### config.mk
export PLATFORM = sky130hd
export DESIGN_NAME = ir_decoder
export DESIGN_NICKNAME = d
export VERILOG_FILES = /design/src/rtl/ir_decoder.sv
export SDC_FILE = /design/constraint.sdc
export NUM_CORES = 1
export LEC_CHECK = 0
export BUFFER_PORTS_ARGS = -buffer_cell sky130_fd_sc_hd__buf_2
export CAP_MARGIN = 5
export CORE_UTILIZATION = 55
export CTS_CLUSTER_DIAMETER = 100
export CTS_CLUSTER_SIZE = 12
export DETAILED_ROUTE_END_ITERATION = 8
export PLACE_DENSITY_LB_ADDON = 0.3
export SLEW_MARGIN = 25
export SYNTH_ARGS = -nofsm -noshare
export SYNTH_HDL_FRONTEND = slang
export SYNTH_SLANG_ARGS = --single-unit
### constraint.sdc
create_clock -name Clk -period 3.2 [get_ports Clk]
set_clock_uncertainty 0.15 [all_clocks]
set_input_delay 0.32 -clock Clk [delete_from_list [all_inputs] [get_ports Clk]]
set_output_delay 0.32 -clock Clk [all_outputs]
set_load 0.03 [all_outputs]
### src/rtl/ir_decoder.sv
// NEC infrared remote decoder: leader validation, 32 pulse-distance bits,
// check-byte validation and a one-cycle strobe per good frame.
module ir_decoder #(
    parameter int unsigned CLK_HZ = 50_000_000
) (
    input  logic        Clk,
    input  logic        Rst,
    input  logic        iIR,
    output logic        Get_Flag,
    output logic [15:0] irAddr,
    output logic [15:0] irData
);

    function automatic logic [19:0] us_to_cyc(input longint unsigned us);
        return 20'((64'(CLK_HZ) * us) / 64'd1_000_000);
    endfunction

    localparam logic [19:0] LL_MIN  = us_to_cyc(8500);
    localparam logic [19:0] LL_MAX  = us_to_cyc(9500);
    localparam logic [19:0] LH_MIN  = us_to_cyc(4000);
    localparam logic [19:0] LH_MAX  = us_to_cyc(5000);
    localparam logic [19:0] B_MIN   = us_to_cyc(400);
    localparam logic [19:0] B_MAX   = us_to_cyc(720);
    localparam logic [19:0] ONE_MIN = us_to_cyc(1500);
    localparam logic [19:0] ONE_MAX = us_to_cyc(1900);

    typedef enum logic [2:0] {
        IDLE,
        LEAD_LOW,
        LEAD_HIGH,
        BIT_LOW,
        BIT_HIGH
    } state_t;

    state_t      state, state_nxt;
    logic [2:0]  sync;
    logic [19:0] cnt;
    logic [4:0]  idx, idx_nxt;
    logic [31:0] shift, shift_nxt;
    logic        done, done_nxt;
    logic        fall, rise;
    logic        in_ll, in_lh, in_bit, in_one;
    logic        check_ok;

    // sync[2] is the previous conditioned sample, sync[1] the current one
    assign fall = sync[2] & ~sync[1];
    assign rise = ~sync[2] & sync[1];

    assign in_ll  = (cnt >= LL_MIN) && (cnt <= LL_MAX);
    assign in_lh  = (cnt >= LH_MIN) && (cnt <= LH_MAX);
    assign in_bit = (cnt >= B_MIN) && (cnt <= B_MAX);
    assign in_one = (cnt >= ONE_MIN) && (cnt <= ONE_MAX);

    assign check_ok = (shift[23:16] == ~shift[31:24]);

    always_comb begin
        state_nxt = state;
        idx_nxt   = idx;
        shift_nxt = shift;
        done_nxt  = 1'b0;
        unique case (state)
            IDLE: begin
                if (fall) state_nxt = LEAD_LOW;
            end
            LEAD_LOW: begin
                if (rise) state_nxt = in_ll ? LEAD_HIGH : IDLE;
                else if (cnt > LL_MAX) state_nxt = IDLE;
            end
            LEAD_HIGH: begin
                if (fall) begin
                    if (in_lh) begin
                        state_nxt = BIT_LOW;
                        idx_nxt   = 5'd0;
                    end else begin
                        state_nxt = IDLE;
                    end
                end else if (cnt > LH_MAX) begin
                    state_nxt = IDLE;
                end
            end
            BIT_LOW: begin
                if (rise) state_nxt = in_bit ? BIT_HIGH : IDLE;
                else if (cnt > B_MAX) state_nxt = IDLE;
            end
            BIT_HIGH: begin
                if (fall) begin
                    if (in_bit || in_one) begin
                        shift_nxt = {in_one, shift[31:1]};
                        if (idx == 5'd31) begin
                            state_nxt = IDLE;
                            done_nxt  = 1'b1;
                        end else begin
                            idx_nxt   = idx + 5'd1;
                            state_nxt = BIT_LOW;
                        end
                    end else begin
                        state_nxt = IDLE;
                    end
                end else if (cnt > ONE_MAX) begin
                    state_nxt = IDLE;
                end
            end
            default: state_nxt = IDLE;
        endcase
    end

    always_ff @(posedge Clk) begin
        if (Rst) begin
            sync     <= 3'b111;
            cnt      <= 20'd0;
            state    <= IDLE;
            idx      <= 5'd0;
            shift    <= 32'd0;
            done     <= 1'b0;
            Get_Flag <= 1'b0;
            irAddr   <= 16'd0;
            irData   <= 16'd0;
        end else begin
            sync  <= {sync[1:0], iIR};
            state <= state_nxt;
            idx   <= idx_nxt;
            shift <= shift_nxt;
            done  <= done_nxt;
            if (fall || rise) cnt <= 20'd0;
            else if (cnt != 20'hFFFFF) cnt <= cnt + 20'd1;
            // Check runs one cycle after the last bit, once shift is final
            Get_Flag <= done && check_ok;
            if (done && check_ok) begin
                irAddr <= shift[15:0];
                irData <= shift[31:16];
            end
        end
    end

endmodule

; ---- Word-level counts from Yosys, hierarchy flattened
; Index checks and enable logic that the tools add are counted.
[op_classes]
mul = 0
reduce_logical = 14
eq_ne = 17
n_shift = 0
div_mod_pow = 0
bitwise = 8
order_cmp = 12
n_addsub = 2
n_mux = 22
[op_table]
columns = op, n
row1 = $mux W3, 11
row2 = $mux W5, 5
row3 = $add A20 B1 Y20 const B, 1
row4 = $ge A20 B15 Y1 const B, 1
row5 = $ge A20 B17 Y1 const B, 1
row6 = $ge A20 B18 Y1 const B, 1
row7 = $ge A20 B19 Y1 const B, 1
row8 = $gt A20 B16 Y1 const B, 1
row9 = $gt A20 B17 Y1 const B, 1
row10 = $gt A20 B18 Y1 const B, 1
row11 = $gt A20 B19 Y1 const B, 1
row12 = $le A20 B16 Y1 const B, 1
row13 = $le A20 B17 Y1 const B, 1
row14 = $le A20 B18 Y1 const B, 1
row15 = $le A20 B19 Y1 const B, 1
row16 = $ne A20 B20 Y1 const B, 1
row17 = $pmux W3 S5, 1
row18 = $ne A2 B2 Y1 const B, 6
row19 = $ne A3 B3 Y1 const B, 4
row20 = $pmux W5 S2, 1
row21 = $eq A8 B8 Y1, 1
row22 = $not A8 Y8, 1
row23 = $eq A3 B2 Y1 const B, 2
row24 = $mux W2, 3
row25 = 16 further kinds, 26
[totals]
ff_bits = 97
n_memories = 0
latch_bits = 0
ramBits = 0
in_bits = 3
mem_bits_ro = 0
output_inout_bits = 33

; ---- Longest topological paths before layout
; Gate-level depths: netlist of run 1.
[logic_depth]
word_depth = 6
depth_mapped = 9

; ---- Least setup slack after synthesis of run 1
; OpenSTA, ideal clock, no wires.
[synth_path]
path_kind = register to register
from = reg cnt[0]
to = reg shift[10]
path_buffers = 1
path_stages_with_launch = 9
t_arrival_ns = 2.241
setup_time_ns = 0.128
slack_ns = 0.681
period_less_slack_ns = 2.519
cell_sequence = dfxtp_1 -> or3_4 -> nor4_2 -> o2111ai_1 -> a221oi_4 -> o211ai_2 -> buf_2 -> mux2i_1 -> nor2_1
[synth_between]
elab_chain_cells = 4
word_cells_on_any_way = 8
[synth_rtl]
columns = item, line_no
row1 = start: declaration, 37  ; logic [19:0] cnt;
row2 = start signal: assignment, 125  ; else if (cnt != 20'hFFFFF) cnt <= cnt + 20'd1;
row3 = $ge A20 B15 Y1 (tied with other cells), 51  ; assign in_bit = (cnt >= B_MIN) && (cnt <= B_MAX);
row4 = "$logic_and A1 B1 Y1, on equally long branches", "51, 52"
row5 = $logic_or A1 B1 Y1 (*), 87  ; if (in_bit || in_one) begin
row6 = $reduce_and A3 Y1 (no line) (*), n/a
row7 = end signal: assignment, 122  ; shift <= shift_nxt;
row8 = end: declaration, 39  ; logic [31:0] shift, shift_nxt;
; Every way passes the cells marked *; elsewhere a longest branch is shown, timed or not.
; A chain may end at the register's enable or synchronous reset.

; ---- Final worst setup path of run 1
[layout_path]
from = reg cnt[0]
to = reg idx[3]
[layout_between]
elab_chain_cells = 5
word_cells_on_any_way = 13
[layout_rtl]
columns = item, line_no
row1 = $ge A20 B15 Y1 (tied with other cells), 51
row2 = "$logic_and A1 B1 Y1, on equally long branches", "51, 52"
row3 = $logic_or A1 B1 Y1, 87
row4 = $ne A2 B2 Y1 (no line), n/a
row5 = $reduce_and A6 Y1 (no line) (*), n/a
row6 = end signal: assignment, 121  ; idx <= idx_nxt;
row7 = end: declaration, 38  ; logic [4:0] idx, idx_nxt;
; Marked as above.

==> impl_metrics.prom, run 1 <==
# TYPE chip_impl_metric gauge
chip_impl_metric{name="route.vias.total",unit=""} 3622
chip_impl_metric{name="die_height",unit="um"} 90.99
chip_impl_info{name="run_status",value="finished, final reports clean"} 1
chip_impl_metric{name="layout.cell_area.non_filler",unit="sq um"} 4810
chip_impl_metric{name="num-nets-final",unit=""} 550
chip_impl_info{name="postSynth.topFlopCell",value="dfxtp_1"} 1
chip_impl_metric{name="ys_types",unit=""} 53
chip_impl_metric{name="cp_num_buf_inv",unit=""} 0
chip_impl_metric{name="synth_nets",unit=""} 532
chip_impl_metric{name="fin_hold_ws",unit="ns"} 0.2855
chip_impl_metric{name="wl_per_cell",unit="um"} 13.93
chip_impl_metric{name="first_pass_grt_wire_length",unit="mm"} 15.61
chip_impl_metric{name="place_worst_setup_slack",unit="ns"} 0.4573
chip_impl_metric{name="timing_max_transition_violations_final",unit=""} 0
chip_impl_metric{name="portBuffers",unit=""} 35
chip_impl_metric{name="post_cts_gate_resize_count",unit=""} 0
chip_impl_metric{name="die_width",unit="um"} 90.99
chip_impl_info{name="synth_common_cells",value="dfxtp_1, nand2_1, nor2_1"} 1
chip_impl_metric{name="finalSetupTns",unit="ns"} 0
chip_impl_metric{name="ctsHoldBuffers",unit=""} 1
chip_impl_info{name="tritoncts",value="done"} 1
chip_impl_metric{name="final_layout_fill_cell_count",unit=""} 687
chip_impl_metric{name="rows",unit=""} 32
chip_impl_metric{name="critPathMaxStageDelay",unit="ns"} 0.54
chip_impl_metric{name="finalHoldViolations",unit=""} 0
chip_impl_info{name="synth.most_common_cell",value="dfxtp_1"} 1
chip_impl_metric{name="route.final.wire_length",unit="mm"} 9.026
chip_impl_metric{name="initial_utilization",unit=""} 0.5666
chip_impl_metric{name="finalWeightedCongestion",unit=""} 0.8698
chip_impl_metric{name="area_delta_synth_final",unit="%"} 10.43
chip_impl_info{name="hold_path_class",value="reg -> reg"} 1
chip_impl_metric{name="cp_data_arrival_time",unit="ns"} 2.91
chip_impl_metric{name="path_max_fanout",unit=""} 8
chip_impl_info{name="crit_type",value="reg -> reg"} 1
chip_impl_metric{name="count_of_nets_left_with_antenna_violations_after_detail_routing",unit=""} 0
chip_impl_metric{name="final_setup_violating_endpoints",unit=""} 0
chip_impl_info{name="critical_path.cell_chain",value="or3_4 > nor4_2 > o2111ai_1 > a221oi_4 > o311ai_4 > or3_1 > a21oi_1"} 1
chip_impl_metric{name="final-instance-count-excl-fill",unit=""} 648
chip_impl_metric{name="detail_route.vias_per_cell",unit=""} 5.590
chip_impl_metric{name="maxSlewHeadroom",unit=""} 0.4836
chip_impl_info{name="critical_path.endpoint_type",value="flip-flop"} 1
chip_impl_metric{name="ys_seq_area_frac",unit=""} 0.4458
chip_impl_info{name="synth_area_leaders",value="dfxtp_1, mux2i_1, nand2_1"} 1
chip_impl_info{name="startpoint_type",value="flip-flop"} 1
chip_impl_info{name="rsz0062_at_grt",value="false"} 1
chip_impl_metric{name="yosys_warnings",unit=""} 0
chip_impl_metric{name="global_route.usage.total",unit=""} 0.2324
chip_impl_metric{name="power.leakage",unit="nW"} 2.018
chip_impl_metric{name="drt-initial-drc-count",unit=""} 219
chip_impl_info{name="critPathTopFamily",value="simple AND/OR/NAND/NOR gates"} 1
chip_impl_metric{name="router_iterations_before_antenna_repair",unit=""} 6
chip_impl_metric{name="final.period_utilization",unit=""} 0.8631
chip_impl_metric{name="syn_area_per_cell",unit="sq um"} 8.328
chip_impl_info{name="crit_slowest_cell",value="a221oi_4"} 1
chip_impl_metric{name="ys_ff_latch",unit=""} 97
chip_impl_metric{name="clk_latency",unit="ns"} 0.36
chip_impl_metric{name="grt_antenna_before_repair",unit=""} 0
chip_impl_metric{name="synth_enable_flop_cells",unit=""} 0
chip_impl_metric{name="worst_ir_drop_vdd",unit="uV"} 372.3
chip_impl_metric{name="power.total",unit="mW"} 2.080
chip_impl_metric{name="cap_violations",unit=""} 0
chip_impl_metric{name="utilization",unit=""} 0.6257
chip_impl_metric{name="fraction_of_synthesis_flops_using_an_asynchronous_set_or_reset_pin",unit=""} 0
chip_impl_metric{name="first_global_vias",unit=""} 3363
chip_impl_metric{name="cp_data_required_time",unit="ns"} 3.35
chip_impl_metric{name="synth.cell_area",unit="sq um"} 4355
chip_impl_metric{name="final.min_clock_period",unit="ns"} 2.762
chip_impl_metric{name="clock_sinks",unit=""} 97
chip_impl_metric{name="post-route-drc-count",unit=""} 0
chip_impl_metric{name="grt_remaining_overflow",unit=""} 0
chip_impl_metric{name="cts_buffers",unit=""} 9
chip_impl_metric{name="clkTransAtPathRegs",unit="ns"} 0.10
chip_impl_metric{name="syn-instance-count",unit=""} 523
chip_impl_metric{name="antenna-diode-count",unit=""} 0
chip_impl_metric{name="placed_area",unit="sq um"} 4598
chip_impl_metric{name="final_layout_size_suffix_gt1_frac",unit=""} 0.1392
chip_impl_metric{name="design.portCount",unit=""} 36
chip_impl_info{name="synth.largest_area_cell",value="dfxtp_1"} 1
chip_impl_metric{name="fp.coreArea",unit="sq um"} 7687
chip_impl_metric{name="cts-htree-levels",unit=""} 3
chip_impl_metric{name="post-synth-top-area-fraction",unit=""} 0.4458
chip_impl_metric{name="pin_count_of_the_biggest_net_entering_global_routing",unit=""} 77
chip_impl_metric{name="timing_worst_slew_pin_value",unit="ns"} 0.7745
chip_impl_metric{name="cts-root-to-sink-buffers",unit=""} 2
chip_impl_metric{name="dp_hpwl",unit="mm"} 6.112
chip_impl_metric{name="dieArea",unit="sq um"} 8279
chip_impl_metric{name="power_per_cell_area",unit="nW/um^2"} 432.6
chip_impl_metric{name="postcts_setup_bufs",unit=""} 0
chip_impl_metric{name="fmax",unit="MHz"} 362.1
chip_impl_info{name="clock_tree.root_cell",value="clkbuf_8"} 1
chip_impl_metric{name="fin_ws",unit="ns"} 0.4380
chip_impl_metric{name="post-place-cells",unit=""} 631
## cell usage in the layout, fill, tap and decap left out, types with 4 or more instances in the layout
cell / n
clkbuf_8: 10
clkinv_4: 4
nor3_1: 12
dfxtp_1: 97
ha_1: 6
nor4_1: 5
xnor2_1: 11
buf_2: 35
or2_2: 7
and4_1: 4
nand2_1: 81
mux2i_1: 31
buf_4: 8
nor2_1: 73
o21ai_0: 10
nand4_1: 4
xor2_1: 13
or3_1: 5
a21oi_1: 50
inv_1: 12
nand3_1: 12
## state kept, by name (all words and copies together), names as in the netlist
name      flops
done          1
idx           5
state         3
sync          3
irData       16
Get_Flag      1
shift        32
irAddr       16
cnt          20
## area by class of cell
cell class | instances | area, sq um | share of cell area
multi-input cells | 376 | 2230 | 0.4636
flip-flops and latches | 97 | 1942 | 0.4037
repair buffers | 45 | 265.3 | 0.05515
clock buffers | 10 | 137.6 | 0.02862
well taps | 102 | 127.6 | 0.02653
clock inverters | 6 | 62.56 | 0.01301
inverters | 12 | 45.04 | 0.009365
## worst paths after layout
path	cells past startpoint	from	slack (ns)	to
hold / removal	1	sync[0]	0.29	sync[1]
setup / recovery	7	cnt[0]	0.44	idx[3]
setup reg to reg	7	cnt[0]	0.44	idx[3]
hold reg to reg	1	sync[0]	0.29	sync[1]
## logic make-up after synthesis
| family | synth area share |
|---|---|
| AOI/OAI and AO/OA | 0.1365 |
| adders and majority gates | 0.01724 |
| buffers and inverters | 0.04567 |
| and+or+nand+nor | 0.2353 |
| xor gates and xnor gates | 0.04826 |
| DFF | 0.4458 |
| muxes | 0.07124 |
## routing by layer
layer | GRT usage | part of all wire
met1 | 0.3233 | 0.49
met2 | 0.3510 | 0.44
met5 | 0 | 0
met3 | 0.05276 | 0.052
met4 | 0.08862 | 0.018
## power by group
group	internal [mW]	total, mW	switching [mW]
logic	0.0304	0.0815	0.0510
registers	1.21	1.23	0.0107
clock network	0.321	0.774	0.453
## worst reg2reg max path: stages, from the launching register on
cell	delay, ns
dfxtp_1	0.37
or3_4	0.43
nor4_2	0.28
o2111ai_1	0.22
a221oi_4	0.54
o311ai_4	0.19
or3_1	0.39
a21oi_1	0.14
Note: power is estimated with default switching activity, not from simulation.
==> inputs of run 2 (changes only) <==
==> constraint.sdc (replaced) <==
create_clock -name Clk -period 3.2 [get_ports Clk]
set_clock_uncertainty 0.15 [all_clocks]
set_input_delay 0.16 -clock Clk [delete_from_list [all_inputs] [get_ports Clk]]
set_output_delay 0.16 -clock Clk [all_outputs]
set_load 0.03 [all_outputs]
==> run 2 against run 1 <==
  * Global-route usage grew 0.27 points
  * Wire length grew 1.9%
  * Worst setup slack gained 0.034 ns
  * Die area is the same
  * Power grew 1.8%
  * Hold slack lost 0.16 ns
  * Design area grew 0.10%
  * First-iteration DRC count shrank 13%
  * Via count grew 0.55%
  * Largest power group unchanged
  * Sequential power is essentially flat
  * Non-clock buffer count is the same
  * Largest cell class unchanged
==> impl_metrics.prom, run 2 (synthesis gave the netlist of run 1 again) <==
# TYPE chip_impl_metric gauge
chip_impl_metric{name="fp.coreArea",unit="sq um"} 7687
chip_impl_metric{name="pin_count_of_the_biggest_net_entering_global_routing",unit=""} 46
chip_impl_metric{name="area_delta_synth_final",unit="%"} 10.54
chip_impl_metric{name="combPwrFrac",unit=""} 0.039
chip_impl_metric{name="switching_share",unit=""} 0.2371
chip_impl_metric{name="num-nets-final",unit=""} 550
chip_impl_metric{name="utilization",unit=""} 0.6263
chip_impl_info{name="largest_register_by_flop_count",value="shift"} 1
chip_impl_metric{name="portBuffers",unit=""} 35
chip_impl_metric{name="timing_max_transition_violations_final",unit=""} 0
chip_impl_info{name="layout.cells.most_common",value="dfxtp_1"} 1
chip_impl_metric{name="die_width",unit="um"} 90.99
chip_impl_metric{name="power.leakage",unit="nW"} 2.008
chip_impl_info{name="critPathTopFamily",value="simple AND/OR/NAND/NOR gates"} 1
chip_impl_metric{name="detail_route.vias_per_cell",unit=""} 5.620
chip_impl_metric{name="die_height",unit="um"} 90.99
chip_impl_info{name="startpoint_type",value="flip-flop"} 1
chip_impl_metric{name="finalHoldViolations",unit=""} 0
chip_impl_metric{name="drt-initial-drc-count",unit=""} 190
chip_impl_info{name="clock_tree.root_cell",value="clkbuf_8"} 1
chip_impl_metric{name="cp_data_arrival_time",unit="ns"} 2.87
chip_impl_info{name="grt_most_used_layer",value="met2"} 1
chip_impl_metric{name="power.net_switching",unit="uW"} 502.1
chip_impl_metric{name="grt_remaining_overflow",unit=""} 0
chip_impl_metric{name="wl_per_cell",unit="um"} 14.20
chip_impl_metric{name="fmax",unit="MHz"} 366.6
chip_impl_metric{name="cts-htree-levels",unit=""} 3
chip_impl_metric{name="cp_data_required_time",unit="ns"} 3.34
chip_impl_info{name="crit_type",value="reg -> reg"} 1
chip_impl_metric{name="clock_sinks",unit=""} 97
chip_impl_info{name="rsz0062_at_grt",value="false"} 1
chip_impl_metric{name="final_layout_size_suffix_gt1_frac",unit=""} 0.1374
chip_impl_metric{name="cp_num_buf_inv",unit=""} 0
chip_impl_metric{name="power_frac_seq",unit=""} 0.578
chip_impl_metric{name="dieArea",unit="sq um"} 8279
chip_impl_metric{name="global_route.usage.total",unit=""} 0.2351
chip_impl_info{name="run_status",value="finished, final reports clean"} 1
chip_impl_info{name="crit_slowest_cell",value="a221oi_4"} 1
chip_impl_metric{name="first_global_vias",unit=""} 3390
chip_impl_info{name="hold_path_class",value="in -> reg"} 1
chip_impl_metric{name="final_setup_violating_endpoints",unit=""} 0
chip_impl_metric{name="cell_internal_pwr",unit="mW"} 1.616
chip_impl_metric{name="finalWeightedCongestion",unit=""} 0.8771
chip_impl_info{name="tritoncts",value="done"} 1
chip_impl_metric{name="clkTransAtPathRegs",unit="ns"} 0.10
chip_impl_metric{name="use_met3",unit=""} 0.03853
chip_impl_metric{name="post-place-cells",unit=""} 631
chip_impl_info{name="layout.cells.most_common_list",value="dfxtp_1, nand2_1, nor2_1"} 1
chip_impl_metric{name="router_iterations_before_antenna_repair",unit=""} 4
chip_impl_metric{name="worst_ir_drop_vdd",unit="uV"} 259.9
chip_impl_metric{name="post-route-drc-count",unit=""} 0
chip_impl_metric{name="clkPwrFrac",unit=""} 0.383
chip_impl_metric{name="final.period_utilization",unit=""} 0.8525
chip_impl_metric{name="grt_antenna_before_repair",unit=""} 0
chip_impl_metric{name="design.portCount",unit=""} 36
chip_impl_metric{name="largest_register_ffs",unit=""} 32
chip_impl_info{name="critical_path.cell_chain",value="or3_4 > nor4_2 > o2111ai_1 > a221oi_4 > o311ai_4 > or3_1 > a21oi_1"} 1
chip_impl_info{name="largestRegisters",value="shift (32), cnt (20)"} 1
chip_impl_metric{name="cap_violations",unit=""} 0
chip_impl_metric{name="cts_buffers",unit=""} 9
chip_impl_metric{name="antenna-diode-count",unit=""} 0
chip_impl_metric{name="final.min_clock_period",unit="ns"} 2.728
chip_impl_metric{name="maxSlewHeadroom",unit=""} 0.4790
chip_impl_metric{name="groute.layer.met2.usage",unit=""} 0.3706
chip_impl_metric{name="count_of_nets_left_with_antenna_violations_after_detail_routing",unit=""} 0
chip_impl_metric{name="route.vias.total",unit=""} 3642
chip_impl_metric{name="final-instance-count-excl-fill",unit=""} 648
chip_impl_metric{name="cts-root-to-sink-buffers",unit=""} 2
chip_impl_metric{name="critPathMaxStageDelay",unit="ns"} 0.54
chip_impl_metric{name="postcts_setup_bufs",unit=""} 0
chip_impl_metric{name="rows",unit=""} 32
chip_impl_info{name="critical_path.endpoint_type",value="flip-flop"} 1
chip_impl_metric{name="initial_utilization",unit=""} 0.5666
chip_impl_metric{name="clk_latency",unit="ns"} 0.36
chip_impl_metric{name="met1_usage",unit=""} 0.3298
chip_impl_metric{name="finalSetupTns",unit="ns"} 0
chip_impl_metric{name="first_pass_grt_wire_length",unit="mm"} 15.89
chip_impl_metric{name="route.final.wire_length",unit="mm"} 9.201
chip_impl_metric{name="path_max_fanout",unit=""} 8
chip_impl_metric{name="timing_worst_slew_pin_value",unit="ns"} 0.7816
chip_impl_metric{name="dp_hpwl",unit="mm"} 6.226
chip_impl_metric{name="power_per_cell_area",unit="nW/um^2"} 439.9
## run 2: cell count changes in the layout (fill, tap and decap cells not counted)
cell / change
clkinv_4: -4
clkinvlp_4: +3
bufinv_16: +1
clkbuf_1: +1
clkbuf_8: -1
inv_6: +1
inv_8: -1
## run 2: routing by layer
layer	wire, um	vias to the layer above
li1	-	1823
met1	4394	1728
met2	4306	83
met3	410	8
met4	90	0
met5	0	-
## run 2: what timing repair did
action                                 4_1_cts  5_1_grt
endpoints found under the hold margin        1        0
gates resized for setup                      0        0
hold buffers                                 1        0
## run 2: path summary, 6_finish.rpt
path	start	to	slack, ns	cells after the start
worst max-delay path	cnt[0]	idx[3]	0.47	7
worst min-delay path	Rst	shift[24]	0.12	2
worst max register to register	cnt[0]	idx[3]	0.47	7
worst min register to register	sync[0]	sync[1]	0.27	1
## run 2: stage by stage
step | hold WS [ns] | power, mW | instance area (sq um) | setup WS (ns)
final | 0.1241 | 2.118 | 4815 | 0.4720
after global routing | 0.1597 | 2.192 | 4815 | 0.2649
after CTS | 0.1126 | 2.129 | 4813 | 0.4481
after detailed placement | 0.2074 | 1.333 | 4598 | 0.4686
after global placement | 0.2068 | 1.332 | 4598 | 0.5319
after floorplan | 0.1138 | 1.316 | 4355 | 0.6811
## run 2: power groups by stage
stage,Sequential (mW),Combinational [mW],Clock (mW)
3_3_place_gp,1.25,0.0799,0
4_1_cts,1.22,0.0819,0.823
5_1_grt,1.23,0.0934,0.873
2_1_floorplan,1.25,0.0659,0
6_report,1.22,0.0830,0.810
3_5_place_dp,1.25,0.0804,0
## run 2: cell type report
class,instances,area (sq um)
Timing Repair Buffer,45,265.3
Fill cell,699,2873
Inverter,12,45.04
Tap cell,102,127.6
Multi-Input combinational cell,376,2230
Clock inverter,6,77.57
Sequential cell,97,1942
Clock buffer,10,127.6
